==> config.mk <==
export PLATFORM = sky130hd
export DESIGN_NAME = demux_8bus_1_4_stream
export DESIGN_NICKNAME = d
export VERILOG_FILES = /design/src/rtl/demux_8bus_1_4_stream.sv
export SDC_FILE = /design/constraint.sdc
export NUM_CORES = 1
export LEC_CHECK = 0
export ABC_AREA = 1
export CAP_MARGIN = 20
export CORE_MARGIN = 2
export CORE_UTILIZATION = 51
export DETAILED_ROUTE_END_ITERATION = 8
export PLACE_DENSITY_LB_ADDON = 0.15
export SYNTH_ARGS = -nofsm -noshare
export SYNTH_HDL_FRONTEND = slang
export SYNTH_SLANG_ARGS = --single-unit
==> constraint.sdc <==
create_clock -name i_clk -period 12.2 [get_ports i_clk]
set_clock_uncertainty 0.05 [all_clocks]
set_input_delay 3.05 -clock i_clk [delete_from_list [all_inputs] [get_ports i_clk]]
set_output_delay 3.05 -clock i_clk [all_outputs]
set_load 0.005 [all_outputs]
==> src/rtl/demux_8bus_1_4_stream.sv <==
// demux_8bus_1_4_stream: registered 1:4 demultiplexer for DATA_W-bit words.
// Latency: a word accepted at edge N is visible on its lane after edge N.
// Backpressure: o_ready = !full[i_sel]. Each lane stalls only on its own i_ready.
//
// Optional build macro: DEMUX_STATS_EN adds per-lane 8-bit delivered-word counters.
//
// Ports:
//   i_clk, i_rst          clock, asynchronous active-high reset
//   i_data, i_sel         input word and destination lane (qualified by i_valid)
//   i_valid / o_ready     input handshake; transfer when both are high
//   o_data[4*DATA_W]      lane k head word at [k*DATA_W +: DATA_W]
//   o_valid[4] / i_ready[4] per-lane output handshake
//   i_cnt_clr             synchronous clear of the lane counters (stats build)
//   o_xfer_cnt[32]        lane k delivered-word count at [k*8 +: 8]

// demux_8bus_1_4_stream_fifo: one lane FIFO with a registered head word.
// Latency: a push into an empty FIFO is visible after the same edge.
// Backpressure: o_full is registered occupancy only and does not look at i_ready.
module demux_8bus_1_4_stream_fifo #(
  parameter int DATA_W = 8,
  parameter int DEPTH  = 2
) (
  input  logic              i_clk,
  input  logic              i_rst,
  input  logic              i_push,
  input  logic [DATA_W-1:0] i_data,
  input  logic              i_ready,
  output logic              o_full,
  output logic              o_valid,
  output logic [DATA_W-1:0] o_data
);
  localparam int AW = (DEPTH > 1) ? $clog2(DEPTH) : 1;
  localparam int CW = $clog2(DEPTH + 1);
  localparam logic [CW-1:0] OCC_FULL = CW'(DEPTH);
  localparam logic [CW-1:0] OCC_ONE  = CW'(1);
  localparam logic [CW-1:0] OCC_ZERO = '0;
  localparam logic [AW-1:0] PTR_ONE  = AW'(1);

  logic [DATA_W-1:0] r_mem [DEPTH];
  logic [AW-1:0]     r_wr;
  logic [AW-1:0]     r_rd;
  logic [CW-1:0]     r_occ;
  logic [DATA_W-1:0] r_head;

  logic              w_push;
  logic              w_pop;
  logic [AW-1:0]     w_rd_nxt;
  logic [DATA_W-1:0] w_head_nxt;

  assign o_full   = (r_occ == OCC_FULL);
  assign o_valid  = (r_occ != OCC_ZERO);
  assign o_data   = r_head;

  assign w_push   = i_push && !o_full;
  assign w_pop    = o_valid && i_ready;
  // DEPTH is a power of two, so natural pointer overflow wraps modulo DEPTH.
  assign w_rd_nxt = r_rd + PTR_ONE;

  // The head is kept in its own register so o_data is a flop output and
  // holds its last value once the lane drains.
  always_comb begin
    w_head_nxt = r_head;
    if (w_pop) begin
      if (r_occ > OCC_ONE) begin
        // Next entry is already stored.
        w_head_nxt = r_mem[w_rd_nxt];
      end else if (w_push) begin
        // Last entry leaves while a new one arrives: the new word is the head.
        w_head_nxt = i_data;
      end
    end else if (!o_valid && w_push) begin
      w_head_nxt = i_data;
    end
  end

  always_ff @(posedge i_clk or posedge i_rst) begin
    if (i_rst) begin
      for (int i = 0; i < DEPTH; i++) begin
        r_mem[i] <= '0;
      end
      r_wr   <= '0;
      r_rd   <= '0;
      r_occ  <= '0;
      r_head <= '0;
    end else begin
      if (w_push) begin
        r_mem[r_wr] <= i_data;
        r_wr        <= r_wr + PTR_ONE;
      end
      if (w_pop) begin
        r_rd <= w_rd_nxt;
      end
      case ({w_push, w_pop})
        2'b10:   r_occ <= r_occ + OCC_ONE;
        2'b01:   r_occ <= r_occ - OCC_ONE;
        default: r_occ <= r_occ;
      endcase
      r_head <= w_head_nxt;
    end
  end
endmodule

module demux_8bus_1_4_stream #(
  parameter int DATA_W = 8,
  parameter int DEPTH  = 2
) (
  input  logic                i_clk,
  input  logic                i_rst,
  input  logic [DATA_W-1:0]   i_data,
  input  logic [1:0]          i_sel,
  input  logic                i_valid,
  output logic                o_ready,
  output logic [4*DATA_W-1:0] o_data,
  output logic [3:0]          o_valid,
  input  logic [3:0]          i_ready,
  input  logic                i_cnt_clr,
  output logic [31:0]         o_xfer_cnt
);
  logic [3:0] w_full;
  logic [3:0] w_push;

  // Ready depends only on the selected lane's registered occupancy, never on
  // i_ready, so a full lane cannot accept even if it is draining this cycle.
  assign o_ready = !w_full[i_sel];

  for (genvar gk = 0; gk < 4; gk++) begin : g_lane
    assign w_push[gk] = i_valid && o_ready && (i_sel == 2'(gk));

    demux_8bus_1_4_stream_fifo #(
      .DATA_W (DATA_W),
      .DEPTH  (DEPTH)
    ) u_fifo (
      .i_clk   (i_clk),
      .i_rst   (i_rst),
      .i_push  (w_push[gk]),
      .i_data  (i_data),
      .i_ready (i_ready[gk]),
      .o_full  (w_full[gk]),
      .o_valid (o_valid[gk]),
      .o_data  (o_data[gk*DATA_W +: DATA_W])
    );
  end

`ifdef DEMUX_STATS_EN
  logic [3:0] w_pop;
  logic [7:0] r_cnt [4];

  assign w_pop = o_valid & i_ready;

  // Clear wins over a same-cycle increment; counters wrap 255 -> 0.
  always_ff @(posedge i_clk or posedge i_rst) begin
    if (i_rst) begin
      for (int k = 0; k < 4; k++) begin
        r_cnt[k] <= '0;
      end
    end else begin
      for (int k = 0; k < 4; k++) begin
        if (i_cnt_clr) begin
          r_cnt[k] <= '0;
        end else if (w_pop[k]) begin
          r_cnt[k] <= r_cnt[k] + 8'd1;
        end
      end
    end
  end

  assign o_xfer_cnt = {r_cnt[3], r_cnt[2], r_cnt[1], r_cnt[0]};
`else
  // Counters are absent; the clear input is accepted and ignored.
  logic w_unused_cnt_clr;
  assign w_unused_cnt_clr = i_cnt_clr;
  assign o_xfer_cnt       = '0;
`endif
endmodule
# [Yosys cells after proc, flatten, opt, wreduce, memory -nomap -nowiden]
# Index checks and enable logic that the tools add are counted.
[classes] eq_ne=19 n_bitwise=8 reduce_logical=47 muxes=46 order_cmp=17 addsub=16
[ops] op="$mux 8" count=32
[ops] op="$bwmux 16" count=4
[ops] op="$demux 8 s1" count=4
[ops] op="$reduce_bool 2->1" count=12
[ops] op="$logic_and 1x1->1" count=21
[ops] op="$eq 2x2->1 const B" count=10
[ops] op="$ge 2x2->1 const B" count=8
[ops] op="$not 1->2" count=8
[ops] op="$pmux 2 s2" count=4
[ops] op="$ne 3x2->1 const B" count=4
[ops] op="$eq 2x1->1 const B" count=5
[ops] op="$logic_not 1->1" count=9
[ops] op="$add 1x1->1 const B" count=8
[ops] op="$add 2x1->2 const B" count=4
[ops] op="$gt 2x1->1 const B" count=4
[ops] op="$lt 2x1->1 const B" count=4
[ops] op="$reduce_and 2->1" count=4
[ops] op="$sub 2x1->2 const B" count=4
[ops] op="$lt 2x3->1 const B" count=1
[ops] op="$bmux 1 s2" count=1
[ops] op="$logic_not 2->1" count=1
[ops] op="$mux 1" count=1
[word_totals] inputBits=18 reg_bits=112

# [Depth between registers and ports, before layout]
[logic_depth] depth_word=10 depth_mapped=10 mapped_depth_nobuf=10

# [Modules after synthesis]
# From an unflattened synthesis, not the netlist that was laid out.
[hier_totals] hier_cells=778 area_unflattened_um2=6125.9
[by_module_without_submodules] mod="demux_8bus_1_4_stream_fifo" n_inst=4 cells_each=181 area_per_inst_um2=1445.1
[by_module_without_submodules] mod="demux_8bus_1_4_stream" n_inst=1 cells_each=54 area_per_inst_um2=345.3

# [Worst setup path after synthesis]
# Ideal clock, no wire load.
[synth_timing] path_kind="input to output" start="input i_sel[0]" end="output o_ready" required_ns=9.100 path_stages=4 path_buffers=0 arrival_time_ns=3.510 setup_slack_ns=5.590 path_cell_list="nor2_1 nand2_1 nand2_2 nor2_8"
[synth_between] elab_chain_cells=3
[synth_lines] item="start, declared" line="110" text="input logic [1:0] i_sel,"
[synth_lines] item="$bmux 1 s2" line="124" text="assign o_ready = !w_full[i_sel];"
[synth_lines] item="$mux 1 (not written as such)" line="124"
[synth_lines] item="$logic_not 1->1" line="124"
[synth_lines] item="end, declared" line="112" text="output logic o_ready,"
# No other way between the ends. The select of a mux whose other input is x is not followed.

# [Worst setup path in the final report]
# Same ends and word-level chain as after synthesis.

==> impl_metrics.env <==
export IMPL_outcome="complete, no violations"
export IMPL_post_route_min_period_ns=7.726
export IMPL_antenna_found_initial=0
export IMPL_nets=762
export IMPL_numPortBuffers=53
export IMPL_max_freq_mhz=129.4
export IMPL_required_ns=9.10
export IMPL_die_y_microns=109.7
export IMPL_drtPass1Iterations=4
export IMPL_leakage_nw=3.078
export IMPL_ys_ff_latch=112
export IMPL_grt_max_degree=81
export IMPL_hold_class="flop to flop"
export IMPL_ys_seq_area_share_pct=49.23
export IMPL_cts_resized_gates=0
export IMPL_postCtsSetupBuffers=0
export IMPL_criticalPathCategory="input pin to output pin"
export IMPL_synth_top_area_share_pct=49.23
export IMPL_drt_iter0_drc=230
export IMPL_layout_drive_gt1_share_pct=6.301
export IMPL_clock_latency_ns=0.37
export IMPL_netlist_instances=692
export IMPL_max_slew_margin_rel_pct=38.68
export IMPL_insertedDiodeCount=0
export IMPL_hold_violations=0
export IMPL_core_area_sq_um=10890
export IMPL_grt_overflow_total=0
export IMPL_routed_wl_mm=12.10
export IMPL_grt_pass1_vias=4187
export IMPL_cts_inserted_buffers=9
export IMPL_cts_sinks=112
export IMPL_synth_most_common_cell="nand2_1"
export IMPL_arrival_ns=4.63
export IMPL_finalSetupViolations=0
export IMPL_worst_setup_path_start_kind="input pin"
export IMPL_synth_area_leader_cell="dfrtp_1"
export IMPL_dieArea_sq_um=12020
export IMPL_rows=38
export IMPL_yosys_area_share_xor_xnor_pct=2.000
export IMPL_ys_top_cells_by_area="dfrtp_1, nand2_1, o21ai_0, buf_4, inv_1"
export IMPL_synth_edf_count=0
export IMPL_worst_pin_slew_ns=0.9164
export IMPL_synthSimpleGateAreaFrac_pct=22.33
export IMPL_drv_cap=0
export IMPL_cts_tree="done"
export IMPL_slowest_delay_ns=0.57
export IMPL_root_buffer="clkbuf_8"
export IMPL_synth_area_sq_um=5693
export IMPL_gp_congestion=0.7785
export IMPL_dp_hpwl_mm=8.513
export IMPL_dieWidth_microns=109.7
export IMPL_slowest_stage="clkdlybuf4s50_1"
export IMPL_synth_cells_most_frequent="nand2_1, o21ai_0, dfrtp_1"
export IMPL_final_core_util_pct=58.11
export IMPL_start_util_pct=52.29
export IMPL_cts_buffer_depth=2
export IMPL_avgSynthCellArea_sq_um=8.227
export IMPL_h_tree_depth=3
export IMPL_cts_reportedPaths_clkPinSlew_ns=0.09
export IMPL_synthAdderAreaFrac_pct=3.516
export IMPL_num_vias=4406
export IMPL_area_delta_synth_final_pct=11.14
export IMPL_async_reset_ff_share_pct=100.0
export IMPL_synth_cell_type_count=23
export IMPL_post_route_period_util_pct=63.33
export IMPL_cp_common_cell="clkdlybuf4s50_1"
export IMPL_synth_top_family_by_area="simple AND/OR/NAND/NOR gates"
export IMPL_slew_violations=0
export IMPL_ant_nets=0
export IMPL_ios=87
export IMPL_wire_per_inst_microns=13.91
export IMPL_synth_compound_area_share_pct=11.60
export IMPL_end_kind="output pin"
export IMPL_drc=0
export IMPL_muxShareOfSynthArea_pct=0
export IMPL_rsz0062_at_grt="false"
export IMPL_postCtsHoldBufs=0
export IMPL_grt_pass1_wl_mm=20.13
export IMPL_pwr_density_cell_nw_per_um2=225.5
export IMPL_cp_max_fo=8
export IMPL_yosysWarnings=0
export IMPL_grt_use_total_pct=22.01
export IMPL_crit_chain="clkdlybuf4s50_1, nor2_1, nand2_1, nand2_2, nor2_8, clkdlybuf4s50_1"
export IMPL_peakVddDrop_uv=113.6
export IMPL_ys_flop_type="dfrtp_1"
export IMPL_finalSetupTns_ns=0
export IMPL_detail_route_vias_per_cell=5.064
-- cell type report --
class / count / area, sq um
clock buffer: 12 / 155.1
clock inverter: 1 / 5.005
fill: 1053 / 4561
inverter: 68 / 257.7
multi-input combinational: 482 / 2366
sequential: 112 / 2803
tap: 140 / 175.2
timing repair buffer: 55 / 565.5
-- metal layers --
metal	part of all wire (%)	wire length [microns]	vias up	global-route usage, %
met4	3.0	360	0	10.67
met5	0	0	-	0
met3	4.5	543	27	2.845
met2	49	5919	85	35.98
li1	-	-	2188	-
met1	44	5280	2106	29.03
-- critical path, delay by kind of cell --
kind / cells / cell delay, ns
buffers and inverters: 2 / 1.10
AND/OR/NAND/NOR: 4 / 0.47
-- sequential cells by signal, summed over array words and instances (netlist names) --
| signal | cells |
|---|---|
| g_lane.u_fifo.o_data | 32 |
| g_lane.u_fifo.r_mem | 64 |
| g_lane.u_fifo.r_occ | 8 |
| g_lane.u_fifo.r_rd | 4 |
| g_lane.u_fifo.r_wr | 4 |
-- placed cells by master, fill, tap and decap left out, types with 7 or more instances in the layout --
cell type        instances
ha_1                    16
clkbuf_8                11
inv_1                   66
dfrtp_1                112
nand2_1                217
nor2_1                   7
conb_1                  32
xnor2_1                 12
o21ai_0                122
nand2_2                  9
nand3_1                 35
or2_2                    8
o21ai_1                 10
clkdlybuf4s50_1         53
-- per-stage QoR --
stage	total power [mW]	instance area [sq um]	instances	hold slack [ns]	worst slack [ns]
floorplan	1.039	5809	723	0.3919	5.590
global placement	1.209	6140	856	0.4032	4.496
detailed placement	1.239	6140	856	0.4070	4.466
CTS	1.441	6300	869	0.4306	4.465
global route	1.562	6327	870	0.4534	4.369
finish	1.427	6327	870	0.4252	4.474
-- cell families (layout without fill, tap and decap cells) --
logic type               count (synthesis)  in the layout
flip-flops                             112            112
other                                    1             32
AND/OR/NAND/NOR                        289            289
buffers and inverters                  129            136
AO/OA/AOI/OAI                          132            132
XOR/XNOR                                13             13
adder cells (fa/ha/maj)                 16             16
-- worst paths after layout --
kind / depth (start not counted) / slack [ns] / from / end
worst max-delay path: 6 / 4.47 / i_sel[0] / o_ready
worst min-delay path: 2 / 0.43 / g_lane[3].u_fifo.o_data[7] / g_lane[3].u_fifo.o_data[7]
worst max register to register: 9 / 9.85 / g_lane[1].u_fifo.r_occ[1] / g_lane[1].u_fifo.o_data[5]
worst min register to register: 2 / 0.43 / g_lane[3].u_fifo.o_data[7] / g_lane[3].u_fifo.o_data[7]
max in group asynchronous: 4 / 8.20 / i_rst / g_lane[1].u_fifo.r_wr
min in group asynchronous: 2 / 2.97 / i_rst / g_lane[2].u_fifo.o_data[3]
-- where the power goes --
| group | switching [mW] | internal, mW | leakage [nW] |
|---|---|---|---|
| Combinational | 0.303 | 0.267 | 1.62 |
| Sequential | 0.110 | 0.547 | 1.38 |
| Clock | 0.119 | 0.0822 | 0.0842 |
| Total | 0.531 | 0.896 | 3.08 |
No activity file was read; power rests on OpenSTA's default activity.
